File: config.mk
export PLATFORM = sky130hd
export DESIGN_NAME = stack_unit
export DESIGN_NICKNAME = d
export VERILOG_FILES = /design/src/rtl/stack_unit.sv
export SDC_FILE = /design/constraint.sdc
export NUM_CORES = 1
export LEC_CHECK = 0
export BUFFER_PORTS_ARGS = -buffer_cell sky130_fd_sc_hd__clkbuf_2
export CELL_PAD_IN_SITES_DETAIL_PLACEMENT = 1
export CELL_PAD_IN_SITES_GLOBAL_PLACEMENT = 2
export CORE_MARGIN = 1
export CORE_UTILIZATION = 35
export CTS_CLUSTER_DIAMETER = 40
export DETAILED_ROUTE_END_ITERATION = 16
export PLACE_DENSITY = 0.6
export SYNTH_ARGS = -nofsm -noshare
export SYNTH_HDL_FRONTEND = slang
export SYNTH_SLANG_ARGS = --single-unit
File: constraint.sdc
create_clock -name clk -period 3.9 [get_ports clk]
set_clock_uncertainty 0.1 [all_clocks]
set_input_delay 0.39 -clock clk [delete_from_list [all_inputs] [get_ports clk]]
set_output_delay 0.39 -clock clk [all_outputs]
set_load 0.01 [all_outputs]
File: src/rtl/stack_unit.sv
// Operand stack for the multicycle stack CPU: push/pop/tos strobes in, registered top-of-stack out.
// The error flags are sticky. A cycle that raises an error leaves count, storage and dout untouched.
module stack_unit #(
    parameter int DATA_W = 8,
    parameter int DEPTH  = 16,
    parameter int PTR_W  = 4
) (
    input  logic              clk,
    input  logic              rst,
    input  logic              push,
    input  logic              pop,
    input  logic              tos,
    input  logic              clr_err,
    input  logic [DATA_W-1:0] din,
    output logic [DATA_W-1:0] dout,
    output logic [PTR_W:0]    count,
    output logic              empty,
    output logic              full,
    output logic              overflow,
    output logic              underflow,
    output logic              illegal
);

    localparam logic [PTR_W:0]   CNT_ONE  = (PTR_W+1)'(1);
    localparam logic [PTR_W:0]   CNT_FULL = (PTR_W+1)'(DEPTH);
    localparam logic [PTR_W-1:0] IDX_ONE  = PTR_W'(1);

    logic [DATA_W-1:0] mem_q [DEPTH];
    logic [PTR_W:0]    count_q, count_d;
    logic [DATA_W-1:0] dout_q, dout_d;
    logic              ovf_q, ovf_d;
    logic              unf_q, unf_d;
    logic              ill_q, ill_d;

    logic              is_empty, is_full;
    logic              wr_en;
    logic              set_ovf, set_unf, set_ill;
    logic [PTR_W-1:0]  wr_idx, top_idx;

    assign is_empty = (count_q == '0);
    assign is_full  = (count_q == CNT_FULL);

    // Low PTR_W bits suffice: writes only happen below DEPTH, and at count==DEPTH
    // the low bits are zero so top_idx wraps to DEPTH-1 as required.
    assign wr_idx  = count_q[PTR_W-1:0];
    assign top_idx = count_q[PTR_W-1:0] - IDX_ONE;

    always_comb begin
        count_d = count_q;
        dout_d  = dout_q;
        wr_en   = 1'b0;
        set_ovf = 1'b0;
        set_unf = 1'b0;
        set_ill = 1'b0;
        if (push && pop) begin
            set_ill = 1'b1;
        end else if (push) begin
            if (!is_full) begin
                wr_en   = 1'b1;
                count_d = count_q + CNT_ONE;
                dout_d  = din;
            end else begin
                set_ovf = 1'b1;
            end
        end else if (pop) begin
            if (!is_empty) begin
                dout_d  = mem_q[top_idx];
                count_d = count_q - CNT_ONE;
            end else begin
                set_unf = 1'b1;
            end
        end else if (tos) begin
            if (!is_empty) begin
                dout_d = mem_q[top_idx];
            end else begin
                set_unf = 1'b1;
            end
        end
        // A new error in the same cycle as clr_err keeps the flag set.
        ovf_d = (ovf_q & ~clr_err) | set_ovf;
        unf_d = (unf_q & ~clr_err) | set_unf;
        ill_d = (ill_q & ~clr_err) | set_ill;
    end

    // Storage has no reset; its contents are don't-care until written.
    always_ff @(posedge clk) begin
        if (wr_en) begin
            mem_q[wr_idx] <= din;
        end
    end

    always_ff @(posedge clk or posedge rst) begin
        if (rst) begin
            count_q <= '0;
            dout_q  <= '0;
            ovf_q   <= 1'b0;
            unf_q   <= 1'b0;
            ill_q   <= 1'b0;
        end else begin
            count_q <= count_d;
            dout_q  <= dout_d;
            ovf_q   <= ovf_d;
            unf_q   <= unf_d;
            ill_q   <= ill_d;
        end
    end

    assign dout      = dout_q;
    assign count     = count_q;
    assign empty     = is_empty;
    assign full      = is_full;
    assign overflow  = ovf_q;
    assign underflow = unf_q;
    assign illegal   = ill_q;

endmodule

==> results of run 1 <==
## power by group
group	total [W]	internal [W]	leakage, nW	switching [W]
sequential	0.00194	0.00182	1.34	0.000117
clock	0.00163	0.000960	0.293	0.000674
combinational	0.00175	0.000746	0.790	0.00101
total	0.00532	0.00352	2.42	0.00180
## layer usage
metal	wire [um]	up-vias	track usage	part of all wire
met5	0	-	0	0
met4	187	0	0.0766	0.013
met3	443	11	0.0338	0.031
met2	6440	68	0.258	0.45
met1	7150	1643	0.261	0.50
li1	-	1394	-	-
## through the flow
stage	instances	worst slack (ps)	instance area [um^2]
final	604	907	6950
after global routing	604	687	6950
after CTS	604	835	6950
after detailed placement	571	871	6350
after global placement	571	996	6350
after floorplan	324	884	5940
## logic make-up (layout without fill, tap and decap cells)
family	Yosys count	in the layout	share of synthesized area
mux	33	33	0.132
compound gates	47	47	0.0541
xor+xnor	8	8	0.0131
simple gates	61	61	0.0461
fa+ha+maj	8	8	0.0181
flops	144	144	0.714
buf+inv	23	83	0.0221
## cells in the mapped netlist, types with 2 or more instances
cell type and n:
nand3_1 3, a21o_1 2, a21oi_1 3, edfxtp_1 128, ha_1 7, o22a_2 2, mux4_1 14, dfrtp_1 16
xnor2_1 6, o22ai_1 10, nor2_1 16, nand2b_1 3, and2_1 7, inv_1 10, mux4_2 18, nand2_1 24
o31ai_1 8, clkbuf_1 3, a211oi_1 7, o21ai_0 11, nor3_1 4, buf_6 3, buf_2 5
## state kept, by name, indices dropped and copies added (netlist names)
register,flops
mem_q,128
dout,8
count,5
illegal,1
overflow,1
underflow,1
## area by class of cell
type	instances	area share
Clock buffer	17	0.0612
Clock inverter	15	0.0238
Inverter	10	0.00540
Multi-Input combinational cell	157	0.225
Sequential cell	144	0.611
Tap cell	220	0.0396
Timing Repair Buffer	41	0.0335
## how the worst min path moves through the flow
stage | start | to | slack (ps) | depth (start not counted)
3_5_place_dp | rst | underflow | 420 | 2
2_1_floorplan | rst | count[0] | 200 | 1
3_3_place_gp | rst | underflow | 400 | 2
5_1_grt | clr_err | overflow | 120 | 2
4_1_cts | clr_err | underflow | 90 | 2
6_report | clr_err | underflow | 100 | 2
## placed cells by master (no fill, tap or decap), drive strengths merged
master / n
edfxtp: 128
clkbuf: 48
mux4: 32
nand2: 24
inv: 20
nor2: 16
dfrtp: 16
o21ai: 11
o22ai: 11
buf: 9
o31ai: 8
and2: 8
a211oi: 8
ha: 7
xnor2: 7
nor3: 4
nand3: 3
nand2b: 3
a21oi: 3
clkinv: 3
o22a: 2
a21o: 2
bufinv: 2
xor2: 1
or3: 1
nand3b: 1
o21bai: 1
or2: 1
a31o: 1
mux2: 1
fa: 1
dlygate4sd3: 1
## timing repair
item	CTS	global route
hold buffers	1	0
endpoints found under the hold margin	16	0
setup buffers	0	0
==> summary.txt, run 1 <==
Timing
  – Setup tns final: 0 ps
  – Worst hold margin: 103 ps
  – Setup-failing EPs final: 0
  – Worst slew pin tran: 852 ps
  – Max-slew violation count: 0
  – RSZ-0062 raised after global routing: false
  – Final period utilization: 0.768
  – Final Hold Viols: 0
  – Crit path time final: 2990 ps
  – Slew margin rel.: 0.430
  – Fmax: 334 MHz

Floorplanning
  – Die Wd: 132 um
  – Std-Cell Rows: 47
  – Initial Utilization: 0.358
  – Die Y: 132 um
  – Total die area: 17500 um^2
  – Io pins: 32
  – Area of the core: 16600 um^2

Setup path
  – Crit path buffers/inverters: 2
  – CP startpoint: count[1]
  – Reg2Reg Depth: 7
  – Critical Path AT: 2940 ps
  – Crit path to: mem_q[10][6]
  – Critical path's top delay family: simple AND/OR/NAND/NOR gates
  – WP depth: 7
  – CP max stage delay: 710 ps
  – Crit path kind: reg2reg
  – Crit-path slowest cell: nor2_1
  – Setup crit end kind: flip-flop
  – Critical path cell sequence: inv_1 -> ha_1 -> nand3_1 -> inv_1 -> nor2_1 -> nand2_1 -> nor2_1
  – Worst reg-to-reg setup slack: 910 ps
  – Startpoint Class: flip-flop
  – Worst Path Required: 3850 ps
  – RR Endpoint: mem_q[10][6]
  – Max Fanout on Critical Path: 9
  – Reg-to-reg startpoint: count[1]

CTS
  – Post-CTS sizing: 0
  – Max Buffers Root-to-Sink: 2
  – Worst-Skew Late Latency: 420 ps
  – Sink Count: 144
  – Clock transition at the registers of the reported paths: 60 ps
  – Root buf cell: clkbuf_16
  – Htree depth: 4
  – CTS tree: yes
  – CTS Buf Count: 17

Pwr
  – Leak Pwr: 2.42 nW
  – Total Power: 0.00532 W
  – Peak supply drop: 0.390 mV
  – Pwr dens: 766 nW/um^2

GRT
  – Antenna violations before repair: 0
  – Tot GR Track Use: 0.178
  – First-pass GRT wire length: 22000 um
  – GR Overflow Total: 0
  – Number of global-route vias before repair: 3373
  – Largest net degree at the start of global routing: 41

Drt
  – Post-Route WL: 14200 um
  – Via density: 5.16
  – Residual DRC: 0
  – Number of nets still failing antenna checks after routing: 0
  – Via count: 3116
  – WL/cell: 23.5 um
  – Pre-antenna DRT Iters: 4
  – Initial DRC count: 146

Logic synthesis
  – Cells after Synth: 324
  – Dominant cell type by area after synthesis: edfxtp_1
  – Post-synth EDFFs: 128
  – Yosys warns: 0
  – Synth Register Bits: 144
  – Register area share after synthesis: 0.714
  – Mean cell area of the mapped netlist: 18.3 um^2
  – Syn Nets: 346
  – Share of the synthesized area in the top cell type: 0.647
  – Synth top area cells: edfxtp_1 65%, mux4_2 6.8%, dfrtp_1 6.7%
  – Ys async rst share: 0.111
  – Netlist cell types: 37
  – Synth Flop Type: edfxtp_1
  – Synth Cell Area: 5940 um^2

Cells and area
  – Layout area overhead: 16.9%
  – Final Core Density: 0.419
  – Fillers: 1620
  – Nets: 393
  – Number of diodes: 0
  – Register area: 4250 um^2
  – Multi-input gate area: 1570 um^2
  – Layout cells sized above 1: 0.255

Status
  – Status: complete, no violations

Placement
  – I/O Buffers: 31
  – Hpwl dp: 9170 um
  – GPL Wtd Cong: 0.706

Run
  – Maxcap violations: 0

Min path
  – HP Class: in2reg
No activity file was read; power rests on OpenSTA's default activity.
==> run 2, diff against run 1 <==
--- a/config.mk
+++ b/config.mk
@@ -5,6 +5,7 @@
 export SDC_FILE = /design/constraint.sdc
 export NUM_CORES = 1
 export LEC_CHECK = 0
+export ABC_AREA = 1
 export BUFFER_PORTS_ARGS = -buffer_cell sky130_fd_sc_hd__clkbuf_2
 export CELL_PAD_IN_SITES_DETAIL_PLACEMENT = 1
 export CELL_PAD_IN_SITES_GLOBAL_PLACEMENT = 2
@@ -12,7 +13,7 @@
 export CORE_UTILIZATION = 35
 export CTS_CLUSTER_DIAMETER = 40
 export DETAILED_ROUTE_END_ITERATION = 16
-export PLACE_DENSITY = 0.6
+export PLACE_DENSITY = 0.72
 export SYNTH_ARGS = -nofsm -noshare
 export SYNTH_HDL_FRONTEND = slang
 export SYNTH_SLANG_ARGS = --single-unit
==> constraint.sdc (replaced) <==
create_clock -name clk -period 2.57 [get_ports clk]
set_clock_uncertainty 0.1 [all_clocks]
set_input_delay 0.257 -clock clk [delete_from_list [all_inputs] [get_ports clk]]
set_output_delay 0.257 -clock clk [all_outputs]
set_load 0.01 [all_outputs]
==> summary.txt, run 2 <==
Logic synthesis
  – Netlist cell types: 27 (-27%)
  – Post-synthesis simple-gate area fraction: 0.228 (+0.182)
  – Ys async rst share: 0.111 (unchanged)
  – Combinational family with the most area after synthesis: simple AND/OR/NAND/NOR gates
  – Post-synth EDFFs: 128 (unchanged)
  – Synth top area cells: edfxtp_1 59%, nand2_1 12%, nand3_1 8.5%
  – Post-synth top cells: 203 x nand2_1, 128 x edfxtp_1, 110 x nand3_1
  – Mux cell area share after synthesis: 0 (-0.132)
  – Xor and xnor fraction of the mapped netlist area: 0.0104 (-0.00266)
  – Cells after Synth: 658 (+100%)
  – Dominant cell type by area after synthesis: edfxtp_1
  – Mean cell area of the mapped netlist: 9.88 um^2 (-46%)
  – Synth Cell Area: 6500 um^2 (+9.4%)
  – Yosys warns: 0 (unchanged)
  – Share of the synthesized area in the top cell type: 0.591 (-0.0556)
  – Syn Nets: 680 (+97%)
  – Most common cell in the netlist: nand2_1
  – Synth Area in Compound Gates: 0.00847 (-0.0457)
  – Synth Area in Adders: 0.0166 (-0.00156)
  – Synth Flop Type: edfxtp_1
  – Synth Register Bits: 144 (unchanged)
  – Register area share after synthesis: 0.653 (-0.0613)

Setup path
  – RR Endpoint: dout[6]
  – Reg2Reg Depth: 10 (+3)
  – Crit path kind: reg2reg
  – Worst Path Required: 2840 ps (-1010 ps)
  – Worst reg-to-reg setup slack: 300 ps (-600 ps)
  – CP max stage delay: 450 ps (-260 ps)
  – Startpoint Class: flip-flop
  – Crit-path slowest cell: dfrtp_1
  – Setup crit end kind: flip-flop
  – Critical path cell sequence: inv_1 -> ha_1 -> inv_1 -> buf_4 -> nand3_1 -> nand3_1 -> nand3_1 -> nand3_1 -> nand2_1 -> nand2_1
  – Cell mode on critical path: nand3_1
  – Critical Path AT: 2530 ps (-410 ps)
  – Critical path's top delay family: simple AND/OR/NAND/NOR gates
  – Reg-to-reg startpoint: count[1]
  – Max Fanout on Critical Path: 10 (+1)
  – Crit path buffers/inverters: 3 (+1)

Timing
  – Slew margin rel.: 0.484 (+0.0545)
  – Fmax: 441 MHz (+32%)
  – Worst slew pin tran: 773 ps (-79.4 ps)
  – Final Hold Viols: 0 (unchanged)
  – Max-slew violation count: 0 (unchanged)
  – Crit path time final: 2270 ps (-728 ps)
  – Worst hold margin: 21.0 ps (-81.7 ps)
  – RSZ-0062 raised after global routing: false
  – Setup tns final: 0 ps (unchanged)
  – Worst setup margin: 305 ps (-602 ps)
  – Final period utilization: 0.881 (+0.114)
  – Setup-failing EPs final: 0 (unchanged)

Pwr
  – Peak supply drop: 0.725 mV (+86%)
  – Sw Share: 0.409 (+0.0714)
  – Pint: 0.00552 W (+57%)
  – Pwr dens: 1220 nW/um^2 (+59%)
  – Flop pwr share: 0.316 (-0.048)
  – Leak Pwr: 3.39 nW (+40%)
  – Combinational power share: 0.408 (+0.079)
  – Clk pwr share: 0.276 (-0.031)
  – Sw Pwr: 0.00382 W (+110%)

Placement
  – GPL Wtd Cong: 0.816 (+16%)
  – Hpwl dp: 12200 um (+33%)
  – Post-Place Cells: 918 (+61%)
  – I/O Buffers: 31 (unchanged)
  – Pre-CTS setup slack: 296 ps (-574 ps)

Floorplanning
  – Io pins: 32 (unchanged)
  – Area of the core: 18100 um^2 (+9.1%)
  – Std-Cell Rows: 49 (+4.3%)
  – Total die area: 19100 um^2 (+9.3%)
  – Die Wd: 138 um (+4.5%)
  – Initial Utilization: 0.359 (+0.00109)
  – Die Y: 138 um (+4.5%)

CTS
  – Sink Count: 144 (unchanged)
  – Htree depth: 4 (unchanged)
  – Clock transition at the registers of the reported paths: 60 ps (about the same)
  – CTS tree: yes
  – Worst-Skew Late Latency: 430 ps (about the same)
  – Max Buffers Root-to-Sink: 2 (unchanged)
  – CTS Buf Count: 17 (unchanged)
  – Root buf cell: clkbuf_16
  – Post-CTS Repair Setup Buffers: 0 (unchanged)

Cells and area
  – Fillers: 2039 (+26%)
  – Layout cells sized above 1: 0.138 (-0.117)
  – Top reg by flops: mem_q
  – Most frequent cells in the layout: 203 x nand2_1, 128 x edfxtp_1, 110 x nand3_1
  – Nets: 733 (+87%)
  – Max reg flops: 128 (unchanged)
  – Layout area overhead: 18.2%
  – Number of diodes: 0 (unchanged)
  – Layout Cells excl Fill: 953 (+58%)
  – Commonest non-fill, non-tap cell in the layout: nand2_1
  – Final Core Density: 0.425 (+0.00574)

Min path
  – Hold wc startpoint: pop
  – Hold path cells: 3 (+1)
  – End of the worst hold path: illegal
  – HP Class: in2reg

GRT
  – Largest net degree at the start of global routing: 68 (+66%)
  – First-pass GRT wire length: 29200 um (+33%)
  – GR Overflow Total: 0 (unchanged)
  – Tot GR Track Use: 0.209 (+0.0311)
  – Number of global-route vias before repair: 4899 (+45%)
  – Antenna violations before repair: 0 (unchanged)

Drt
  – Initial DRC count: 252 (+73%)
  – Via density: 4.87 (-5.6%)
  – Post-Route WL: 18600 um (+31%)
  – Via count: 4640 (+49%)
  – Number of nets still failing antenna checks after routing: 0 (unchanged)
  – Residual DRC: 0 (unchanged)
  – WL/cell: 19.5 um (-17%)
  – Pre-antenna DRT Iters: 4 (unchanged)

Status
  – Status: complete, no violations

Run
  – Maxcap violations: 0 (unchanged)
run 2: timing repair:
action                    4_1_cts  5_1_grt
hold endpoints to repair       19        0
hold buffers                    3        0
resized for setup               0        0
run 2: area by class of cell:
cell class / count / area [um^2] / share of cell area
clock buffer: 17 / 425 / 0.0554
multi-input combinational: 376 / 1710 / 0.223
clock inverter: 15 / 183 / 0.0238
tap: 229 / 287 / 0.0373
inverter: 111 / 417 / 0.0543
timing repair buffer: 61 / 413 / 0.0538
sequential: 144 / 4250 / 0.553
run 2: worst max path at each step:
stage / slack, ps / startpoint / endpoint / cells past startpoint
final: 300 / count[1] / dout[6] / 10
after floorplan: 40 / count[0] / mem_q[12][0] / 7
after CTS: 260 / count[1] / dout[6] / 10
after global routing: 90 / count[1] / dout[6] / 10
after global placement: 360 / count[1] / dout[6] / 10
after detailed placement: 300 / count[1] / dout[6] / 10
run 2: cell families after synthesis:
kind of cell             count (synthesis)
buffers and inverters                  138
flip-flops                             144
adder cells (fa/ha/maj)                  8
XOR/XNOR                                 6
AND/OR/NAND/NOR                        352
AO/OA/AOI/OAI                           10
run 2: through the flow:
stage / area [um^2] / power, W
floorplan: 6500 / 0.00531
global placement: 7040 / 0.00676
detailed placement: 7040 / 0.00683
CTS: 7680 / 0.00945
global route: 7680 / 0.00992
finish: 7680 / 0.00933
run 2: routing by layer:
metal	GRT usage	vias to the layer above	wire, um
met5	0	-	0
met1	0.277	2308	8710
li1	-	2223	-
met4	0.0798	0	412
met2	0.340	80	8930
met3	0.0402	29	507
run 2: power groups by stage:
stage / Combinational [W] / Sequential [W] / Clock, W
final: 0.00380 / 0.00295 / 0.00258
after CTS: 0.00387 / 0.00295 / 0.00262
after floorplan: 0.00234 / 0.00297 / 0
after global placement: 0.00377 / 0.00299 / 0
after global routing: 0.00423 / 0.00298 / 0.00272
after detailed placement: 0.00383 / 0.00300 / 0
run 2: worst register-to-register path, delay by kind of cell (launching register included):
family                     cells  cell delay, ps
adders and majority gates      1             330
buffers and inverters          3             660
DFF                            1             450
and+or+nand+nor                6             660
==> run 3, diff against run 2 <==
--- a/config.mk
+++ b/config.mk
@@ -10,10 +10,11 @@
 export CELL_PAD_IN_SITES_DETAIL_PLACEMENT = 1
 export CELL_PAD_IN_SITES_GLOBAL_PLACEMENT = 2
 export CORE_MARGIN = 1
-export CORE_UTILIZATION = 35
+export CORE_UTILIZATION = 36
 export CTS_CLUSTER_DIAMETER = 40
 export DETAILED_ROUTE_END_ITERATION = 16
-export PLACE_DENSITY = 0.72
+export PLACE_DENSITY = 0.74
+export RECOVER_POWER = 25
 export SYNTH_ARGS = -nofsm -noshare
 export SYNTH_HDL_FRONTEND = slang
 export SYNTH_SLANG_ARGS = --single-unit
==> summary.txt, run 3 (synthesis results as in run 2) <==
Setup path
  – Critical path cell sequence: inv_1 -> ha_1 -> nand3_1 -> nand2_2 -> inv_1 -> nand2_1 -> nor2_1 -> buf_4
  – CP max stage delay: 460 ps (about the same)
  – Reg-to-reg startpoint: count[1]
  – Critical Path AT: 2260 ps (-270 ps)
  – Startpoint Class: flip-flop
  – Setup crit end kind: flip-flop
  – Worst Path Required: 2590 ps (-250 ps)
  – Crit-path slowest cell: dfrtp_1
  – Max Fanout on Critical Path: 8 (-2)
  – Crit path kind: reg2reg
  – Cell mode on critical path: inv_1
  – CP startpoint: count[1]

Cells and area
  – Multi-input gate area: 1710 um^2 (unchanged)
  – Register area: 4250 um^2 (unchanged)
  – Post-route cell area: 7650 um^2 (-0.42%)
  – Layout area overhead: 17.7%
  – Layout cells sized above 1: 0.126 (-0.0117)
  – Most frequent cells in the layout: 203 x nand2_1, 128 x edfxtp_1, 110 x nand3_1
  – Final Core Density: 0.438 (+0.0129)
  – Top reg by flops: mem_q
  – Max reg flops: 128 (unchanged)
  – Fillers: 1966 (-3.6%)
  – Number of diodes: 0 (unchanged)
  – Nets: 729 (-0.55%)
  – Layout Cells excl Fill: 945 (-0.84%)
  – Commonest non-fill, non-tap cell in the layout: nand2_1

Timing
  – Worst slew pin tran: 1080 ps (+302 ps)
  – Max-slew violation count: 0 (unchanged)
  – RSZ-0062 raised after global routing: false
  – Final period utilization: 0.870 (-0.0110)
  – Setup-failing EPs final: 0 (unchanged)
  – Setup tns final: 0 ps (unchanged)
  – Fmax: 447 MHz (+1.3%)
  – Worst hold margin: 17.6 ps (-3.37 ps)
  – Slew margin rel.: 0.283 (-0.201)
  – Crit path time final: 2240 ps (-28.2 ps)
  – Final Hold Viols: 0 (unchanged)

Placement
  – Hpwl dp: 12200 um (-0.41%)
  – Post-DP Area: 7030 um^2 (-0.21%)
  – I/O Buffers: 31 (unchanged)
  – GPL Wtd Cong: 0.802 (-1.6%)
  – Post-Place Cells: 911 (-0.76%)

GRT
  – Antenna violations before repair: 0 (unchanged)
  – Tot GR Track Use: 0.225 (+0.0162)
  – Number of global-route vias before repair: 4885 (-0.29%)
  – GR Overflow Total: 0 (unchanged)
  – Largest net degree at the start of global routing: 71 (+4.4%)
  – First-pass GRT wire length: 29600 um (+1.2%)

Floorplanning
  – Area of the core: 17500 um^2 (-3.4%)
  – Total die area: 18600 um^2 (-2.7%)
  – Die Y: 136 um (-1.4%)
  – Die Wd: 136 um (-1.4%)
  – Initial Utilization: 0.372 (+0.0125)
  – Std-Cell Rows: 48 (-2.0%)
  – Io pins: 32 (unchanged)

Status
  – Status: complete, no violations

Pwr
  – Peak supply drop: 0.825 mV (+14%)
  – Pwr dens: 1210 nW/um^2 (-0.33%)
  – Leak Pwr: 3.36 nW (-1.0%)

Drt
  – Initial DRC count: 372 (+48%)
  – Via density: 4.99 (+2.4%)
  – Met3 WL: 858 um (+69%)
  – Top layer in use: met4
  – Pre-antenna DRT Iters: 5 (+1)
  – Met2 wire len: 8960 um (+0.28%)
  – Residual DRC: 0 (unchanged)
  – Number of nets still failing antenna checks after routing: 0 (unchanged)
  – M1 WL: 8680 um (-0.32%)
  – WL/cell: 20.1 um (+3.3%)
  – Post-Route WL: 19000 um (+2.5%)
  – Via count: 4711 (+1.5%)

CTS
  – CTS Buf Count: 17 (unchanged)
  – Htree depth: 4 (unchanged)
  – Post-CTS sizing: 0 (unchanged)
  – Clock transition at the registers of the reported paths: 60 ps (about the same)
  – Worst-Skew Late Latency: 430 ps (about the same)
  – CTS tree: yes
  – Root buf cell: clkbuf_16
  – Max Buffers Root-to-Sink: 2 (unchanged)
  – Sink Count: 144 (unchanged)

Run
  – Maxcap violations: 0 (unchanged)

Min path
  – HP Class: in2reg
  – Hold wc startpoint: push
## run 3: timing repair
action,in CTS,in global routing
hold buffers,2,0
hold endpoints to repair,19,0
setup buffers,0,0
## run 3: area by class of cell
class / instances / area share
timing repair buffer: 57 / 0.0506
inverter: 111 / 0.0545
tap: 225 / 0.0368
clock buffer: 19 / 0.0579
clock inverter: 13 / 0.0214
multi-input combinational: 376 / 0.224
sequential: 144 / 0.555
## run 3: worst paths after layout
check                           depth (start not counted)           to  slack, ps
worst min-delay path                                    3      illegal         20
worst max-delay path                                    8  mem_q[6][5]        330
min in group asynchronous                               3     count[4]        360
worst max register to register                          8  mem_q[6][5]        330
max in group asynchronous                               3     count[0]       1530
worst min register to register                          2      dout[3]        380
## run 3: worst max-delay path, delay by kind of cell, from the launching register on
family	cells	cell delay, ps
simple gates	4	570
buf+inv	3	490
flops	1	460
fa+ha+maj	1	310
## run 3: power breakdown
group          internal [W]  switching [W]  leakage (nW)  total (W)
Combinational       0.00119        0.00259          1.73    0.00378
Sequential          0.00277       0.000168          1.35    0.00293
Clock               0.00155       0.000998         0.281    0.00255
Total               0.00551        0.00375          3.36    0.00926
## run 3: per-layer routing
layer | vias up | GRT usage
met5 | - | 0
li1 | 2213 | -
met1 | 2362 | 0.290
met3 | 32 | 0.0537
met2 | 104 | 0.363
met4 | 0 | 0.0920
## run 3: per-stage QoR
stage / power, W / worst slack (ps)
after detailed placement: 0.00679 / 355
after CTS: 0.00935 / 324
after floorplan: 0.00531 / 37.0
after global routing: 0.00979 / 140
final: 0.00926 / 333
after global placement: 0.00675 / 467
